## src/rtl/sipo_pkg.sv

```systemverilog
// Shared types and sizing helpers for the sipo_rx serial receiver.
package sipo_pkg;

  typedef enum logic [1:0] {
    IDLE = 2'd0,
    DATA = 2'd1,
    PAR  = 2'd2
  } sipo_state_e;

  localparam int unsigned SIPO_WIDTH = 8;

  // Counter must hold the value WIDTH itself, hence the +1.
  function automatic int unsigned cnt_width(input int unsigned width);
    return $clog2(width + 1);
  endfunction

endpackage

```

## src/rtl/sipo_shift.sv

```systemverilog
// MSB-first shift register and bit counter: load restarts a word, shift appends at LSB.
module sipo_shift
  import sipo_pkg::*;
#(
  parameter int unsigned WIDTH = SIPO_WIDTH,
  parameter int unsigned CW    = cnt_width(SIPO_WIDTH)
) (
  input  logic             clk,
  input  logic             rst,
  input  logic             load,
  input  logic             shift,
  input  logic             bit_in,
  output logic [WIDTH-1:0] word_nx,
  output logic [CW-1:0]    count_q
);

  logic [WIDTH-1:0] shreg_q, shreg_d;
  logic [CW-1:0]    count_d;

  always_comb begin
    shreg_d = shreg_q;
    count_d = count_q;
    if (load) begin
      shreg_d = {{(WIDTH-1){1'b0}}, bit_in};
      count_d = CW'(1);
    end else if (shift) begin
      shreg_d = {shreg_q[WIDTH-2:0], bit_in};
      count_d = count_q + CW'(1);
    end
  end

  // Next-cycle contents let the receiver capture a word on the edge that completes it.
  assign word_nx = shreg_d;

  always_ff @(posedge clk or posedge rst) begin
    if (rst) begin
      shreg_q <= '0;
      count_q <= '0;
    end else begin
      shreg_q <= shreg_d;
      count_q <= count_d;
    end
  end

endmodule

```

## src/rtl/sipo_rx.sv

```systemverilog
// Serial-in parallel-out receiver with double-buffered valid/ready output.
// Optional trailing even-parity bit enabled by defining SIPO_PARITY_EN.
module sipo_rx
  import sipo_pkg::*;
#(
  parameter int unsigned WIDTH = SIPO_WIDTH
) (
  input  logic             clk,
  input  logic             rst,
  input  logic             s_in,
  input  logic             s_en,
  input  logic             s_start,
  output logic [WIDTH-1:0] data_out,
  output logic             data_valid,
  input  logic             data_ready,
  output logic             overrun,
  input  logic             ovr_clr,
  output logic             parity_err
);

  localparam int unsigned CW = cnt_width(WIDTH);

  sipo_state_e      state_q, state_d;
  logic [WIDTH-1:0] word_nx;
  logic [CW-1:0]    count_q;
  logic             load, shift, done, word_perr, accept;
  logic [WIDTH-1:0] data_q, data_d;
  logic             valid_q, valid_d, ovr_q, ovr_d, perr_q, perr_d;

  sipo_shift #(.WIDTH(WIDTH), .CW(CW)) u_shift (
    .clk     (clk),
    .rst     (rst),
    .load    (load),
    .shift   (shift),
    .bit_in  (s_in),
    .word_nx (word_nx),
    .count_q (count_q)
  );

  always_comb begin
    state_d   = state_q;
    load      = 1'b0;
    shift     = 1'b0;
    done      = 1'b0;
    word_perr = 1'b0;
    if (s_en) begin
      if (s_start) begin
        load    = 1'b1;
        state_d = DATA;
      end else begin
        case (state_q)
          IDLE: ;
          DATA: begin
            shift = 1'b1;
            if (count_q == CW'(WIDTH - 1)) begin
`ifdef SIPO_PARITY_EN
              state_d = PAR;
`else
              done    = 1'b1;
              state_d = IDLE;
`endif
            end
          end
`ifdef SIPO_PARITY_EN
          PAR: begin
            done      = 1'b1;
            word_perr = (^word_nx) ^ s_in;
            state_d   = IDLE;
          end
`endif
          default: state_d = IDLE;
        endcase
      end
    end
  end

  always_comb begin
    accept  = valid_q & data_ready;
    data_d  = data_q;
    perr_d  = perr_q;
    valid_d = valid_q & ~accept;
    ovr_d   = ovr_q & ~ovr_clr;
    // A word completing on an accepting edge takes the slot being vacated.
    if (done) begin
      if (!valid_q || accept) begin
        data_d  = word_nx;
        perr_d  = word_perr;
        valid_d = 1'b1;
      end else begin
        ovr_d = 1'b1;
      end
    end
  end

  always_ff @(posedge clk or posedge rst) begin
    if (rst) begin
      state_q <= IDLE;
      data_q  <= '0;
      valid_q <= 1'b0;
      ovr_q   <= 1'b0;
      perr_q  <= 1'b0;
    end else begin
      state_q <= state_d;
      data_q  <= data_d;
      valid_q <= valid_d;
      ovr_q   <= ovr_d;
      perr_q  <= perr_d;
    end
  end

  assign data_out   = data_q;
  assign data_valid = valid_q;
  assign overrun    = ovr_q;
  assign parity_err = perr_q;

endmodule

```

## config.mk

```make
export PLATFORM = sky130hd
export DESIGN_NAME = sipo_rx
export DESIGN_NICKNAME = d
export VERILOG_FILES = /design/src/rtl/sipo_pkg.sv /design/src/rtl/sipo_shift.sv /design/src/rtl/sipo_rx.sv
export SDC_FILE = /design/constraint.sdc
export NUM_CORES = 1
export LEC_CHECK = 0
export CAP_MARGIN = 20
export CORE_MARGIN = 3
export CORE_UTILIZATION = 50
export CTS_CLUSTER_DIAMETER = 100
export DETAILED_ROUTE_END_ITERATION = 12
export GPL_ROUTABILITY_DRIVEN = 0
export GPL_TIMING_DRIVEN = 0
export PLACE_DENSITY = 0.76
export SLEW_MARGIN = 30
export SYNTH_ARGS = -nofsm -noshare
export SYNTH_HDL_FRONTEND = slang
export SYNTH_HIERARCHICAL = 1
export SYNTH_SLANG_ARGS = --single-unit
```

## constraint.sdc

```tcl
create_clock -name clk -period 2 [get_ports clk]
set_clock_uncertainty 0.1 [all_clocks]
set_input_delay 0.2 -clock clk [delete_from_list [all_inputs] [get_ports clk]]
set_output_delay 0.2 -clock clk [all_outputs]
set_load 0.1 [all_outputs]
```

Word-level counts from Yosys, hierarchy flattened
Index checks and enable logic that the tools add are counted.
{ "op_classes": {"add_sub_neg": 1, "eq_ne": 4, "n_mux": 20, "bitwise_logic": 5, "n_reduce_logical": 6} }
{ "op_table": {"columns": ["op", "count"], "rows": [
  ["8-bit 2-to-1 mux", 2],
  ["1-bit 2-to-1 mux", 13],
  ["4-bit 2-to-1 mux", 2],
  ["4-bit by 1-bit adder with 4-bit output, second input constant", 1],
  ["4-bit by 3-bit equality test with 1-bit output, second input constant", 1],
  ["2-bit 2-to-1 mux", 2],
  ["2-bit case mux with 2 select lines", 1],
  ["1-bit bitwise AND", 3],
  ["3-bit != test, second input constant", 1],
  ["3-bit AND reduction", 1],
  ["2-bit by 1-bit equality test with 1-bit output, second input constant", 1],
  ["2-bit zero test", 1],
  ["2-bit != test, second input constant", 1],
  ["1-bit inverter", 2],
  ["2-bit AND reduction", 1],
  ["2-bit nonzero test", 1],
  ["1-bit zero test", 1],
  ["1-bit logical OR", 1]
]} }
{ "word_totals": {"register_bits": 24, "inputBits": 7, "output_inout_bits": 11, "word_cells": 42} }

Longest topological paths before layout
{ "logic_depth": {"depth_word": 6, "mapped_depth": 5, "depth_no_buf": 4} }

Modules after synthesis
The synthesis kept the hierarchy.
{ "modules_own_cells": {"columns": ["module", "n_inst", "cells_per_inst", "area_per_inst_um2", "seq_area_each_um2"], "rows": [
  ["sipo_shift", 1, 43, 526.8, 300.3],
  ["sipo_rx", 1, 34, 493.0, 275.3]
]} }

Least setup slack after synthesis
Ideal clock, no wire load.
{ "synth_path": {"path_kind": "register to register", "startpoint": "register valid_q (netlist: data_valid)", "endpoint": "register data_q[0] (netlist: data_out[0])", "setup_ns": 0.126, "arrival_ns": 1.695, "t_required_ns": 1.774, "slack_ns": 0.079, "stages_incl_launch_ff": 5, "path_buffers": 1, "period_less_slack_ns": 1.921, "path_cell_list": "dfrtp_1 -> nand2b_1 -> and3_4 -> buf_6 -> mux2_4"} }
{ "synth_via": {"elab_chain_len": 3, "elab_cells_between_ends": 4, "cone_classes": "bitwise (1); reduce/logical (3)"} }
{ "synth_rtl": {"columns": ["element", "line_no", "rtl"], "rows": [
  ["from (decl)", "sipo_rx.sv:28", "logic valid_q, valid_d, ovr_q, ovr_d, perr_q, perr_d;"],
  ["from (signal assigned)", "sipo_rx.sv:105", "valid_q <= valid_d;"],
  ["1-bit bitwise AND / 1-bit zero test (equally long branches)", "sipo_rx.sv:78, sipo_rx.sv:85", null],
  ["1-bit logical OR *", "sipo_rx.sv:85", "if (!valid_q || accept) begin"],
  ["2-bit AND reduction (no source line) *", null, null],
  ["to (signal assigned)", "sipo_rx.sv:104", "data_q <= data_d;"],
  ["to (decl)", "sipo_rx.sv:27", "logic [WIDTH-1:0] data_q, data_d;"]
]} }
Mark *: on every way between the ends. The rest lies on a longest branch, timed or not.
A chain may end at the register's enable or synchronous reset.

Worst setup path after layout
{ "layout_path": {"startpoint": "register data_q[7] (netlist: data_out[7])", "endpoint": "output data_out[7]"} }
{ "layout_lines": {"columns": ["element", "line_no", "rtl"], "rows": [
  ["to (decl)", "sipo_rx.sv:13", "output logic [WIDTH-1:0] data_out,"]
]} }
No word-level cell between the ends.

==> flow_summary.ini <==
[yosys]
synth_cells = 77
synth_cell_type_count = 25
ys_seq_area_share_pct = 56.4
synthAdderAreaFrac_pct = 1.23
yosys.area_share.simple_pct = 11.5
avgSynthCellArea_sq_um = 13.2
synth-seq-cells = 23
netlist_area_sq_um = 1020
synth_top_family_by_area = multiplexers
yosysWarningCount = 6
synth_compound_area_share_pct = 2.82
synth_nets = 85
synthXorXnorAreaFrac_pct = 0.859
muxShareOfSynthArea_pct = 22.2

[worst_setup_path]
slowest_delay_ps = 860
worst-path-buf-inv = 1
slowest_stage = dlygate4sd2_1
end_kind = primary output
cp.arrival_ps = 1550
critical_path.cell_chain = dlygate4sd2_1
cp_top_family = buffers and inverters
startpoint_type = flop
crit_fanout = 2
crit_type = flop to primary output
worstPathRequired_ps = 1700

[floorplanning]
die_height_microns = 51.2
ios = 18
design.core.area_sq_um = 1820
start_util_pct = 56.0
die-area_sq_um = 2620
core.rowCount = 15
die_x_microns = 51.2

[detailed_routing]
vias = 593
drt_iter0_markers = 9
postRouteAntennaNets = 0
avgViaCountPerCell = 4.86
post_drt_wl_per_cell_microns = 13.4
wirelength_mm = 1.64
first_pass_iters = 4
drc_errors = 0

[power_and_ir_drop]
p_comb_share_pct = 27.6
leakage_nw = 0.632
internal-power_mw = 0.689
p_per_area_nw_per_um2 = 852
p_sw_share_pct = 34.0
power.switching_mw = 0.355
pwr-share-seq_pct = 52.5
clkPwrFrac_pct = 19.9
ir_worst_vdd_mv = 0.606
power_mw = 1.04

[timing]
holdWs_ps = 102
worst_pin_slew_ps = 971
fmax_ghz = 0.541
rsz0062_at_grt = no
hold_viol_final = 0
worst_slack_ps = 153
tns_ps = 0
layout_min_cycle_time_ps = 1850
slew_violations = 0
fin_crit_sh_pct = 92.4
setup_violations = 0
maxSlewHeadroom_pct = 35.5

[cts]
clk_transition_reported_paths_ps = 120
clockBufferDepth = 2
clockRootBuffer = clkbuf_4
cts_buffers = 3
clock_sink_count = 23
htree_levels = 1
cts_hold_buffers = 0
clock_latency_ps = 300
cts_tree = done

[finish]
final_cell_count_no_fill = 122
layout-drive-gt1-share_pct = 18.6
diodes = 0
layout_commonest_cell = dfrtp_1
final_cell_mix = dfrtp_1 (23), dlygate4sd2_1 (10), nor2_1 (10), mux2_4 (9), mux2i_1 (8)
area_growth_pct = 20.1
fin_nets = 106

[hold_path]
hold_class = primary input to async pin

[placed_design]
io_buffers = 16
dp_slack_ps = 27.9
dp_hpwl_mm = 1.16
dp_cells = 118

[grt]
grt_max_degree = 13
grt_pass1_wl_mm = 2.84
track_usage_pct = 15.1
grt_pass1_vias = 633
overflow = 0
antenna_found_initial = 0

[job]
cap_violations = 0

[run_status]
outcome = finished, final reports clean
[path summary, 6_finish.rpt]
kind	startpoint	to	slack (ps)	depth (start not counted)
setup / recovery	data_out[7]	data_out[7]	150	1
hold / removal	rst	state_q[0]	100	2
setup reg to reg	state_q[0]	data_out[4]	370	5
hold reg to reg	state_q[0]	state_q[0]	390	1
max in group asynchronous	rst	u_shift/shreg_q[1]	1350	2
min in group clk	ovr_clr	overrun	350	2
[layout make-up]
class,count,area [sq um]
Inverter,3,11.3
Fill cell,150,596
Clock buffer,4,26.3
Multi-Input combinational cell,47,398
Tap cell,25,31.3
Buffer,4,35.0
Sequential cell,23,576
Timing Repair Buffer,16,148
[registers in the layout, summed over array words and instances, names as in the netlist]
signal	flops
u_shift/shreg_q	8
overrun	1
data_valid	1
data_out	8
state_q	1
u_shift/count_q	4
[synthesized netlist by cell type]
cell | instances | area, sq um
a21o_1 | 1 | 7.51
nand2b_1 | 2 | 12.5
and3b_1 | 1 | 8.76
xnor2_1 | 1 | 8.76
and4b_1 | 1 | 10.0
and2_1 | 1 | 6.26
buf_4 | 1 | 7.51
ha_1 | 1 | 12.5
nand2_1 | 3 | 11.3
nand3b_1 | 1 | 7.51
o22ai_1 | 1 | 6.26
a21bo_2 | 1 | 10.0
conb_1 | 1 | 3.75
buf_2 | 1 | 5.00
inv_1 | 3 | 11.3
mux2_1 | 1 | 11.3
nand4_1 | 1 | 6.26
nor2b_1 | 1 | 6.26
mux2_4 | 9 | 135
a21oi_1 | 1 | 5.00
buf_6 | 2 | 22.5
and3_4 | 1 | 11.3
nor2_1 | 10 | 37.5
dfrtp_1 | 23 | 576
mux2i_1 | 8 | 80.1
[timing repair]
item,CTS,global route
endpoints found under the setup margin,10,0
buffers inserted,0,0
gates resized for setup,10,0
[routing by layer]
layer  GRT usage (%)  share of wire (%)  vias up
met5               0                  0        -
met4            5.38               0.86        0
met3            5.25                3.7        2
met2            24.2                 47       11
met1            18.7                 48      286
li1                -                  -      294
[kinds of logic (layout without fill, tap and decap cells)]
group | count (synthesis) | after routing
other cells | 1 | 1
flops | 23 | 23
simple gates | 22 | 22
mux | 18 | 18
compound gates | 4 | 4
xor+xnor | 1 | 1
fa+ha+maj | 1 | 1
buf+inv | 7 | 27
[through the flow]
| step | utilization (%) | instance area [sq um] |
|---|---|---|
| final | 67.3 | 1220 |
| after CTS | 67.3 | 1220 |
| after floorplan | - | 1020 |
| after global placement | 66.5 | 1210 |
| after global routing | 67.3 | 1220 |
| after detailed placement | 66.5 | 1210 |
[power groups by stage]
stage / logic, mW / registers, mW / clock network, mW
6_report: 0.288 / 0.547 / 0.208
5_1_grt: 0.309 / 0.556 / 0.233
4_1_cts: 0.292 / 0.548 / 0.221
3_5_place_dp: 0.301 / 0.557 / 0
3_3_place_gp: 0.296 / 0.556 / 0
2_1_floorplan: 0.126 / 0.663 / 0
(Power assumes the default switching activity.)
